File: config.mk
export PLATFORM = sky130hd
export DESIGN_NAME = scr1_ahb_arb2
export DESIGN_NICKNAME = d
export VERILOG_FILES = /design/src/rtl/scr1_ahb_arb2.sv
export SDC_FILE = /design/constraint.sdc
export NUM_CORES = 1
export LEC_CHECK = 0
export BUFFER_PORTS_ARGS = -buffer_cell sky130_fd_sc_hd__buf_2
export CAP_MARGIN = 20
export CORE_AREA = 2 2 132 134
export DETAILED_ROUTE_END_ITERATION = 12
export DIE_AREA = 0 0 134 136
export HOLD_SLACK_MARGIN = 0.08
export SYNTH_ARGS = -nofsm -noshare
export SYNTH_HDL_FRONTEND = slang
export SYNTH_SLANG_ARGS = --single-unit
File: constraint.sdc
create_clock -name clk -period 4 [get_ports clk]
set_input_delay 0.6 -clock clk [delete_from_list [all_inputs] [get_ports clk]]
set_output_delay 0.6 -clock clk [all_outputs]
set_load 0.005 [all_outputs]
File: src/rtl/scr1_ahb_arb2.sv
// Two-master AHB-Lite arbiter: M0 (data bridge) and M1 (instruction bridge) share one system-bus port.
// Latency: zero added cycles; address, control and ready pass through combinationally.
// Backpressure: a losing master sees mX_hready=0 and holds its request; a finished data phase for a
//   refused master is parked in a per-master hold register and delivered when its next address is taken.
// Ports: clk/rst_n; m0_*/m1_* face the two bridges (htrans..hwdata in, hready/hrdata/hresp out);
//   s_* is the shared master port (address/control/wdata out, hready/hrdata/hresp in).
module scr1_ahb_arb2 #(
  parameter int unsigned ARB_FIXED = 0,
  parameter int unsigned AHB_W     = 32
) (
  input  logic             clk,
  input  logic             rst_n,
  // master 0 (data)
  input  logic [1:0]       m0_htrans,
  input  logic [AHB_W-1:0] m0_haddr,
  input  logic             m0_hwrite,
  input  logic [2:0]       m0_hsize,
  input  logic [3:0]       m0_hprot,
  input  logic [2:0]       m0_hburst,
  input  logic [AHB_W-1:0] m0_hwdata,
  output logic             m0_hready,
  output logic [AHB_W-1:0] m0_hrdata,
  output logic             m0_hresp,
  // master 1 (instruction)
  input  logic [1:0]       m1_htrans,
  input  logic [AHB_W-1:0] m1_haddr,
  input  logic             m1_hwrite,
  input  logic [2:0]       m1_hsize,
  input  logic [3:0]       m1_hprot,
  input  logic [2:0]       m1_hburst,
  input  logic [AHB_W-1:0] m1_hwdata,
  output logic             m1_hready,
  output logic [AHB_W-1:0] m1_hrdata,
  output logic             m1_hresp,
  // shared bus
  output logic [1:0]       s_htrans,
  output logic [AHB_W-1:0] s_haddr,
  output logic             s_hwrite,
  output logic [2:0]       s_hsize,
  output logic [3:0]       s_hprot,
  output logic [2:0]       s_hburst,
  output logic [AHB_W-1:0] s_hwdata,
  input  logic             s_hready,
  input  logic [AHB_W-1:0] s_hrdata,
  input  logic             s_hresp
);

  localparam logic [1:0] HTRANS_IDLE   = 2'b00;
  localparam logic [1:0] HTRANS_NONSEQ = 2'b10;

  logic [1:0]            req;
  logic                  grant_comb, grant, gnt_req, addr_acc, sel_m1;
  logic                  lock_q, lock_d, gnt_q;
  logic                  last_q, last_d;
  logic                  dvalid_q, dvalid_d, downer_q, downer_d;
  logic [1:0]            hold_v_q, hold_v_d;
  logic [1:0][AHB_W-1:0] hold_rdata_q, hold_rdata_d;
  logic [1:0]            hold_resp_q, hold_resp_d;
  logic [1:0]            dph, bus_done, aok, hready;

  assign req[0] = (m0_htrans == HTRANS_NONSEQ);
  assign req[1] = (m1_htrans == HTRANS_NONSEQ);

  // With no request the grant parks on M0, so idle address outputs come from M0.
  always_comb begin
    grant_comb = 1'b0;
    if (req[1] && !req[0]) begin
      grant_comb = 1'b1;
    end else if (req[0] && req[1]) begin
      grant_comb = (ARB_FIXED != 0) ? 1'b0 : ~last_q;
    end
  end

  // While an address is stalled on the bus the grant is frozen at last cycle's value.
  assign grant    = lock_q ? gnt_q : grant_comb;
  assign gnt_req  = req[grant];
  assign addr_acc = gnt_req & s_hready;
  assign sel_m1   = grant & req[1];

  assign s_htrans = gnt_req ? HTRANS_NONSEQ : HTRANS_IDLE;
  assign s_haddr  = sel_m1 ? m1_haddr  : m0_haddr;
  assign s_hwrite = sel_m1 ? m1_hwrite : m0_hwrite;
  assign s_hsize  = sel_m1 ? m1_hsize  : m0_hsize;
  assign s_hprot  = sel_m1 ? m1_hprot  : m0_hprot;
  assign s_hburst = sel_m1 ? m1_hburst : m0_hburst;
  assign s_hwdata = downer_q ? m1_hwdata : m0_hwdata;

  assign lock_d   = s_hready ? 1'b0 : (gnt_req | lock_q);
  assign last_d   = addr_acc ? grant : last_q;
  assign dvalid_d = s_hready ? addr_acc : dvalid_q;
  assign downer_d = s_hready ? grant : downer_q;

  // Per-master ready: a master with a pending data phase (on the bus or parked) gets ready only
  // when that phase is done AND its new address (if any) is taken in the same cycle. If the bus
  // completes its data phase while its next address is refused, the response is parked.
  always_comb begin
    for (int x = 0; x < 2; x++) begin
      dph[x]          = dvalid_q && (downer_q == 1'(x));
      bus_done[x]     = dph[x] && s_hready;
      aok[x]          = !req[x] || ((grant == 1'(x)) && s_hready);
      hready[x]       = (dph[x] || hold_v_q[x]) ? ((bus_done[x] || hold_v_q[x]) && aok[x]) : aok[x];
      hold_v_d[x]     = hold_v_q[x];
      hold_rdata_d[x] = hold_rdata_q[x];
      hold_resp_d[x]  = hold_resp_q[x];
      if (hready[x]) begin
        hold_v_d[x] = 1'b0;
      end else if (bus_done[x] && !aok[x]) begin
        hold_v_d[x]     = 1'b1;
        hold_rdata_d[x] = s_hrdata;
        hold_resp_d[x]  = s_hresp;
      end
    end
  end

  assign m0_hready = hready[0];
  assign m1_hready = hready[1];
  assign m0_hrdata = hold_v_q[0] ? hold_rdata_q[0] : (!downer_q ? s_hrdata : '0);
  assign m1_hrdata = hold_v_q[1] ? hold_rdata_q[1] : ( downer_q ? s_hrdata : '0);
  assign m0_hresp  = hold_v_q[0] ? hold_resp_q[0]  : (!downer_q & s_hresp);
  assign m1_hresp  = hold_v_q[1] ? hold_resp_q[1]  : ( downer_q & s_hresp);

  always_ff @(posedge clk or negedge rst_n) begin
    if (!rst_n) begin
      lock_q       <= 1'b0;
      gnt_q        <= 1'b0;
      last_q       <= 1'b1;  // M0 wins the first tie
      dvalid_q     <= 1'b0;
      downer_q     <= 1'b0;
      hold_v_q     <= '0;
      hold_rdata_q <= '0;
      hold_resp_q  <= '0;
    end else begin
      lock_q       <= lock_d;
      gnt_q        <= grant;
      last_q       <= last_d;
      dvalid_q     <= dvalid_d;
      downer_q     <= downer_d;
      hold_v_q     <= hold_v_d;
      hold_rdata_q <= hold_rdata_d;
      hold_resp_q  <= hold_resp_d;
    end
  end

endmodule

==> impl_metrics.csv <==
group,metric,value,unit
placement,post-place-ws,932,ps
pwr,vdd_drop_max,0.178,mV
timing,setup_slack,850,ps
timing,worst_clock_skew,11.6,ps
placement,dpl_cell_area,0.00669,mm^2
die,die-area,0.0182,mm^2
logic_synthesis,synthCells,411,
grt,grt_max_degree,74,
job,max-cap-violations,0,
timing,relSlewSlack,34.5,%
timing,rsz0062_at_grt,"false",
die,num_io_pins,335,
detailed_routing,drt_pass1_iterations,5,
logic_synthesis,syn_area,0.00490,mm^2
critical_path,arrival,2550,ps
layout,syn_to_final_growth,43.0,%
pwr,p_leak,3.79,nW
logic_synthesis,async_flop_share,100,%
grt,grt_overflow,0,
timing,tightest_slew,983,ps
layout,mostFrequentLayoutCells,"buf_2 (332), mux2_4 (70), dfrtp_1 (70)",
clocking,cts-resized-gates,0,
layout,diodes,0,
logic_synthesis,syn_nets,601,
pwr,power.total,2.58,mW
layout,layout_commonest_cell,"buf_2",
detailed_routing,via_per_inst,4.71,
clocking,post-cts-setup-buffer-count,0,
critical_path,r2r_slack,1320,ps
logic_synthesis,ys.flop_type,"dfrtp_1",
critical_path,critPathCaptureType,"primary output",
detailed_routing,wl_per_cell,19.0,um
critical_path,reg2reg_to,"hold_rdata_q[40]",
clocking,cts_buffer_depth,2,
clocking,clkTransAtPathRegs,60,ps
layout,fin_cells,953,
timing,hold_viol_final,0,
detailed_routing,ant_nets,0,
die,initial_core_util,29.0,%
grt,antenna_found_initial,0,
detailed_routing,drc,0,
critical_path,crit_path_max_fanout,43,
detailed_routing,finalWirelength,18.1,mm
logic_synthesis,synth-seq-cells,73,
layout,final_area,0.00701,mm^2
critical_path,critPathLaunchType,"flop",
placement,dp.cells,937,
logic_synthesis,ys_seq_area_share,37.3,%
grt,grt_usage,18.8,%
clocking,cts_inserted_buffers,9,
clocking,ctsRootBufferMaster,"clkbuf_16",
pwr,power_density,368,mW/mm^2
timing,period_share,78.8,%
clocking,clock_sinks,73,
timing,fin_crit,3150,ps
clocking,clk_latency,330,ps
logic_synthesis,synth_edf_count,0,
timing,report.final.slew_viol_count,0,
clocking,cts_tree,"yes",
critical_path,criticalPathCategory,"flop to primary output",
critical_path,worstReg2RegStart,"downer_q",
timing,hold_ws,419,ps
placement,io_buffers,333,
placement,hpwlAfterDp,13.9,mm
critical_path,required,3400,ps
layout,drive_above_1_share,69.0,%
grt,grt_pass1_vias,4217,
run_status,status,"completed",
clocking,cts_max_level,3,
grt,grt_pass1_wl,25.6,mm
logic_synthesis,yosys_warnings,0,
logic_synthesis,synthDistinctLibCells,34,
die,num_rows,48,
die,chipWidth,134,um
critical_path,worstRegToRegCells,3,
detailed_routing,via_count,4485,
placement,gp_congestion,0.859,
die,die_y,136,um
clocking,hold_buffers,0,
layout,nNetsFinal,913,
detailed_routing,drtIter0Drc,247,
timing,fmax,317,MHz
logic_synthesis,avgSynthCellArea,11.9,um^2
timing,setup_viol,0,
timing,fin_tns_setup,0,ps
die,core-area,0.0169,mm^2
worst_hold_path,hold_class,"input pin to asynchronous set/reset pin",
layout,utilization,41.5,%
registers in the layout, summed over array words and instances (netlist names):
register	flops
hold_v_q	2
hold_rdata_q	64
downer_q	1
last_q	1
lock_q	1
hold_resp_q	2
gnt_q	1
dvalid_q	1
synthesized netlist by cell type, types with 2 or more instances:
master,n,area [um^2]
buf_4,5,37.5
nor2b_1,3,18.8
buf_8,3,45.0
a22oi_1,2,15.0
nand2b_1,27,169
dfrtp_1,72,1800
mux2_1,3,33.8
mux2_4,70,1050
clkbuf_1,22,82.6
buf_6,4,45.0
a22o_1,37,324
o21ai_0,29,145
nor2_1,6,22.5
buf_2,2,10.0
nand2_1,35,131
a21oi_1,5,25.0
mux2_2,69,777
final cells by class:
type	instances	area, um^2
Clock buffer	9	225
Clock inverter	7	95.1
Fill cell	1663	9870
Inverter	1	6.26
Multi-Input combinational cell	300	2850
Sequential cell	73	1830
Tap cell	225	282
Timing Repair Buffer	338	1720
cell families (layout without fill, tap and decap cells):
group           Yosys count  after routing  synth area share (%)
flops                    73             73                  37.3
compound gates           76             76                  11.0
other cells               1              1                0.0765
mux                     142            142                  38.0
simple gates             81             81                  8.94
buf+inv                  38            355                  4.70
report_power, final:
part | leakage [nW] | internal (mW) | switching (mW)
clock | 0.155 | 0.546 | 0.317
combinational | 2.68 | 0.425 | 0.286
sequential | 0.956 | 0.906 | 0.0968
layer usage:
metal,global-route usage [%],routed length (um),vias up
li1,-,-,2107
met1,27.7,8240,2131
met2,25.7,7790,239
met3,6.67,1920,8
met4,4.61,141,0
met5,0,0,-
worst max-delay path: stages, from the launching register on:
cell     delay (ps)
dfstp_2         530
and3b_1         200
o21a_4          220
inv_4            60
nand2_4         570
mux2_2          460
buf_2           140
how the worst max path moves through the flow:
stage	from	endpoint	slack [ps]
global placement	m1_htrans[0]	s_hprot[3]	970
finish	last_q	s_hprot[3]	850
detailed placement	m1_htrans[0]	s_hprot[3]	930
global route	lock_q	s_hprot[3]	740
floorplan	m1_htrans[0]	s_haddr[0]	1570
CTS	last_q	s_hprot[3]	870
Note: power is estimated with default switching activity, not from simulation.
